## src/rtl/serial_adder_pkg.sv

```systemverilog
// serial_adder_pkg: shared constants for the bit-serial adder.
// Holds the FSM state encoding, the default operand width and a sizing helper.
package serial_adder_pkg;

  // Default operand/result width; legal range is 2..32.
  localparam int DEF_WIDTH = 8;

  // FSM state encoding.
  localparam int         STATE_W  = 2;
  localparam logic [1:0] ST_IDLE  = 2'd0;
  localparam logic [1:0] ST_RUN   = 2'd1;
  localparam logic [1:0] ST_DONE  = 2'd2;

  // Width of the bit counter: it only has to reach WIDTH-1.
  function automatic int cnt_width(input int width);
    return (width <= 2) ? 1 : $clog2(width);
  endfunction

endpackage : serial_adder_pkg

```

## src/rtl/serial_adder_adder.sv

```systemverilog
// adder: the existing 1-bit full adder stage fed by the serial sequencer.
// Purely combinational: Sum/Cout of A + B + Cin.
module adder (
  input  logic A,
  input  logic B,
  input  logic Cin,
  output logic Sum,
  output logic Cout
);

  assign Sum  = A ^ B ^ Cin;
  assign Cout = (A & B) | (A & Cin) | (B & Cin);

endmodule : adder

```

## src/rtl/serial_adder.sv

```systemverilog
// serial_adder: bit-serial WIDTH-bit adder, one bit per clock, LSB first.
// Operands are captured into shift registers on an accepted start; a single
// full-adder stage processes bit 0 of each while the carry lives in a flop.
// After WIDTH cycles the assembled result is latched into sum/cout and done
// pulses for one cycle. A start in the DONE cycle is accepted without a bubble.
module serial_adder
  import serial_adder_pkg::*;
#(
  parameter int WIDTH = DEF_WIDTH
) (
  input  logic             clk,
  input  logic             rst_n,
  input  logic             start,
  input  logic [WIDTH-1:0] a,
  input  logic [WIDTH-1:0] b,
  input  logic             cin,
  output logic             busy,
  output logic             done,
  output logic [WIDTH-1:0] sum,
  output logic             cout
);

  localparam int               CNT_W    = cnt_width(WIDTH);
  localparam logic [CNT_W-1:0] LAST_BIT = CNT_W'(WIDTH - 1);

  // Elaboration-time guard on the supported width range.
  if (WIDTH < 2 || WIDTH > 32) begin : g_bad_width
    $error("serial_adder: WIDTH must be in 2..32");
  end

  // Control state and registered outputs.
  logic [STATE_W-1:0] r_state;
  logic               r_busy;
  logic               r_done;
  logic [WIDTH-1:0]   r_sum;
  logic               r_cout;

  // Serial datapath: operand shifters, partial result, carry and bit count.
  // The result shifter keeps only WIDTH-1 bits; the final bit comes straight
  // from the adder on the last cycle.
  logic [WIDTH-1:0]   r_a_sh;
  logic [WIDTH-1:0]   r_b_sh;
  logic [WIDTH-2:0]   r_res_sh;
  logic               r_carry;
  logic [CNT_W-1:0]   r_cnt;

  logic               w_sum_bit;
  logic               w_cout_bit;
  logic               w_run;
  logic               w_last;
  logic               w_accept;
  logic [WIDTH-1:0]   w_res_next;

  assign w_run      = (r_state == ST_RUN);
  assign w_last     = w_run && (r_cnt == LAST_BIT);
  // Start is honoured only when no add is in flight (IDLE or the DONE cycle).
  assign w_accept   = start && ((r_state == ST_IDLE) || (r_state == ST_DONE));
  // New bit enters at the MSB; after WIDTH shifts bit 0 lands at position 0.
  assign w_res_next = {w_sum_bit, r_res_sh};

  adder u_fa (
    .A    (r_a_sh[0]),
    .B    (r_b_sh[0]),
    .Cin  (r_carry),
    .Sum  (w_sum_bit),
    .Cout (w_cout_bit)
  );

  // FSM with registered busy/done and the result registers that update only at completion.
  always_ff @(posedge clk or negedge rst_n) begin
    if (!rst_n) begin
      r_state <= ST_IDLE;
      r_busy  <= 1'b0;
      r_done  <= 1'b0;
      r_sum   <= '0;
      r_cout  <= 1'b0;
    end else begin
      r_done <= 1'b0;
      case (r_state)
        ST_IDLE, ST_DONE: begin
          if (start) begin
            r_state <= ST_RUN;
            r_busy  <= 1'b1;
          end else begin
            r_state <= ST_IDLE;
            r_busy  <= 1'b0;
          end
        end
        ST_RUN: begin
          if (w_last) begin
            r_state <= ST_DONE;
            r_busy  <= 1'b0;
            r_done  <= 1'b1;
            r_sum   <= w_res_next;
            r_cout  <= w_cout_bit;
          end
        end
        default: begin
          r_state <= ST_IDLE;
          r_busy  <= 1'b0;
        end
      endcase
    end
  end

  // Operand capture on accept, then one bit shifted through the full adder per RUN cycle.
  always_ff @(posedge clk or negedge rst_n) begin
    if (!rst_n) begin
      r_a_sh   <= '0;
      r_b_sh   <= '0;
      r_res_sh <= '0;
      r_carry  <= 1'b0;
      r_cnt    <= '0;
    end else if (w_accept) begin
      r_a_sh  <= a;
      r_b_sh  <= b;
      r_carry <= cin;
      r_cnt   <= '0;
    end else if (w_run) begin
      r_a_sh   <= r_a_sh >> 1;
      r_b_sh   <= r_b_sh >> 1;
      r_res_sh <= w_res_next[WIDTH-1:1];
      r_carry  <= w_cout_bit;
      // Hold at the last index so the counter never wraps.
      if (!w_last) begin
        r_cnt <= r_cnt + CNT_W'(1);
      end
    end
  end

  assign busy = r_busy;
  assign done = r_done;
  assign sum  = r_sum;
  assign cout = r_cout;

endmodule : serial_adder

```

## config.mk

```make
export PLATFORM = sky130hd
export DESIGN_NAME = serial_adder
export DESIGN_NICKNAME = d
export VERILOG_FILES = /design/src/rtl/serial_adder_pkg.sv /design/src/rtl/serial_adder_adder.sv /design/src/rtl/serial_adder.sv
export SDC_FILE = /design/constraint.sdc
export NUM_CORES = 1
export LEC_CHECK = 0
export ABC_CLOCK_PERIOD_IN_PS = 3500
export CORE_ASPECT_RATIO = 0.6
export CORE_MARGIN = 3
export CORE_UTILIZATION = 30
export DETAILED_ROUTE_END_ITERATION = 8
export PLACE_DENSITY_LB_ADDON = 0.12
export SKIP_CTS_REPAIR_TIMING = 1
export SLEW_MARGIN = 20
export SYNTH_ARGS = -nofsm -noshare
export SYNTH_HDL_FRONTEND = slang
export SYNTH_SLANG_ARGS = --single-unit
export TNS_END_PERCENT = 10
```

## constraint.sdc

```tcl
create_clock -name clk -period 3.5 [get_ports clk]
set_clock_uncertainty 0.2 [all_clocks]
set_input_delay 0.7 -clock clk [delete_from_list [all_inputs] [get_ports clk]]
set_output_delay 0.7 -clock clk [all_outputs]
set_load 0.005 [all_outputs]
```

==> flow_summary.ini <==
[timing]
final_max_slew_viol_count = 0
timing.final.crit_share = 0.6993
finalHoldViolations = 0
worst-slew-pin-transition_ns = 0.8581
timing.max_slew.rel_slack = 0.4279
grt_setup_unrepaired = false
setup_viol = 0
timing.fmax_mhz = 408.6
final.min_clock_period_ns = 2.448
finalSetupTns_ns = 0

[final_layout]
finalNetCount = 199
antennaDiodeCount = 0
area_grow_syn2layout_pct = 24.42
n_fill_cell = 543
postLayoutCoreUtil = 0.3977
drive_above_1_share = 0.1534

[power_and_ir_drop]
internal_power_mw = 1.362
power.share.sequential = 0.408
power_switching_share = 0.3164
vdd_drop_max_v = 0.0003828
power-per-cell-area_nw_per_um2 = 870.7
clock_power_share = 0.179
total_leakage_power_nw = 1.006
combinational_cell_fraction_of_total_power = 0.413
power_switching_mw = 0.6305

[worst_setup_path]
r2r-start = r_cnt[0]
setup.worst_path.class = flop to primary output
worstPathArrival_ns = 1.55
endpoint_required_time_on_the_critical_path_ns = 2.60
critPathLaunchType = flop
path_max_fanout = 39
crit_chain = buf_4, clkdlybuf4s50_1
worstSetupEndpointType = primary output
largest_stage_delay_on_the_critical_path_ns = 0.58
slowest_stage = clkdlybuf4s50_1
setup.worst_path.start = r_state[0]

[clock_tree]
clk-insertion-delay-late_ns = 0.29
longest_clk_path_bufs = 2
sinks_on_clock_net = 39
clock-root-buffer = clkbuf_8
clock_tree_from_tritoncts = built
numCtsBuffers = 5
ctsHtreeMaxLevel = 2
clk_transition_reported_paths_ns = 0.07

[global_routing]
global_route_wire_length_before_repair_um = 6341
grt_remaining_overflow = 0
antenna_found_initial = 0
total_routing_usage_gr = 0.1130
first_global_vias = 1271
grt_max_degree = 40

[synthesis]
ys.flop_type = dfrtp_1
yosysSeqAreaShare = 0.5306
syn-num-nets = 170
synth_enable_flop_cells = 0
mappedNetlistArea_um2 = 1839
synth_async_sr_flop_share = 1.000
synthesis.yosys.warnings = 0
netlist_instances = 147
postSynthAreaPerCell_um2 = 12.51
synth_cell_types = 24
number_of_register_bits_inferred_by_synthesis = 39

[floorplanning]
die_y_um = 66.65
i_o_pin_total = 31
floorplan.core_area_um2 = 5754
floorplan.rows = 21
dieWidth_um = 107.1
floorplan.initialDensity = 0.3196
fp.dieArea_um2 = 7137

[routing]
drt.antenna.violating_nets = 0
routedWlPerCell_um = 14.16
routed_wl_um = 3626
detailedRoute.firstIterationViolations = 42
detail_route.first_pass.iterations = 4
vias_per_cell = 4.637
num_vias = 1187
drt_drc_violations_left = 0

[run]
maxCapViolCount = 0

[min_path]
timing.hold.worst.class = flop to flop
min-delay-start = r_res_sh[0]

[placed_design]
gp_congestion = 0.6776
place.detailed.hpwl_um = 2496
port_buffers = 30

[run_status]
run_status = finished, final reports clean
[cell families (layout without fill, tap and decap cells)]
logic type,Yosys count,after routing,share of synthesized area
compound gates,34,34,0.1238
fa+ha+maj,3,3,0.02449
buf+inv,13,42,0.04285
flops,39,39,0.5306
mux,29,29,0.1850
simple gates,29,29,0.09319
[worst max-delay path, delay by kind of cell, from the launching register on]
family / cells / cell delay, ns
buffers and inverters: 2 / 0.92
flip-flops: 1 / 0.35
[registers in the layout (all words and copies together), names as in the netlist]
signal	count
r_a_sh	8
r_b_sh	8
sum	8
r_res_sh	7
r_cnt	3
r_state	2
cout	1
done	1
r_carry	1
[cells in the final DEF (no fill, tap or decap)]
| master | n |
|---|---|
| nor2b_1 | 11 |
| a21o_1 | 1 |
| a221o_1 | 4 |
| buf_2 | 1 |
| mux2i_1 | 13 |
| o21ai_0 | 4 |
| clkbuf_1 | 1 |
| buf_4 | 3 |
| bufinv_16 | 1 |
| nor2b_4 | 1 |
| a21oi_1 | 11 |
| clkdlybuf4s50_1 | 29 |
| fa_1 | 1 |
| ha_1 | 2 |
| and3b_1 | 4 |
| clkbuf_8 | 5 |
| mux2_4 | 8 |
| mux2_2 | 8 |
| a211oi_1 | 11 |
| nor2_1 | 3 |
| nand2_1 | 6 |
| nand3_1 | 4 |
| o21a_1 | 1 |
| inv_1 | 2 |
| dfrtp_1 | 39 |
| o211ai_1 | 2 |
[path summary, 6_finish.rpt]
| path | endpoint | slack [ns] | depth (start not counted) |
|---|---|---|---|
| worst min-delay path | r_res_sh[0] | 0.31 | 1 |
| worst max register to register | sum[0] | 1.49 | 4 |
| worst min register to register | r_res_sh[0] | 0.31 | 1 |
| min in group asynchronous | sum[7] | 0.33 | 1 |
| worst max-delay path | busy | 1.05 | 2 |
| max in group asynchronous | r_res_sh[2] | 2.24 | 1 |
[stage by stage]
stage	hold slack (ns)	instances	instance area [µm²]	setup WS, ns	total power, mW
CTS	0.3109	256	2288	1.023	2.024
global placement	0.2847	249	2186	1.100	1.626
finish	0.3089	256	2288	1.052	1.992
floorplan	0.2044	147	1839	1.810	1.383
detailed placement	0.2975	249	2186	1.074	1.651
global route	0.3323	256	2288	0.9235	2.161
[cell type report]
| cell class | count | area [µm²] | area share |
|---|---|---|---|
| Sequential cell | 39 | 975.9 | 0.4265 |
| Multi-Input combinational cell | 95 | 784.5 | 0.3428 |
| Timing Repair Buffer | 33 | 317.8 | 0.1389 |
| Tap cell | 80 | 100.1 | 0.04374 |
| Clock buffer | 6 | 72.57 | 0.03171 |
| Clock inverter | 1 | 30.03 | 0.01312 |
| Inverter | 2 | 7.507 | 0.003280 |
[metal layers]
layer  vias to the layer above  track usage  wire [µm]
met5                         -            0          0
met4                         0      0.02871         38
met3                         6      0.03582        126
met2                        24       0.1643       1567
met1                       568       0.1616       1895
li1                        589            -          -
[Yosys cell counts (2+ instances only)]
master,number,area [µm²]
a211oi_1,11,82.58
mux2i_1,13,130.1
buf_4,2,15.01
buf_6,2,22.52
nor2_1,3,11.26
dfrtp_1,39,975.9
o211ai_1,2,15.01
mux2_4,8,120.1
inv_1,2,7.510
buf_2,6,30.03
nand3_1,4,20.02
mux2_2,8,90.09
nor2b_1,11,68.82
ha_1,2,25.02
a21oi_1,11,55.05
nand2_1,6,22.52
and3b_1,4,35.03
o21ai_0,4,20.02
a221o_1,4,40.04
[power groups by stage]
stage               Clock, mW  Sequential, mW  Combinational (mW)
floorplan                   0           0.785               0.598
global placement            0           0.812               0.815
detailed placement          0           0.820               0.831
CTS                     0.370           0.814               0.841
global route            0.389           0.843               0.929
finish                  0.356           0.813               0.823
Power figures use the tool's default switching activity.
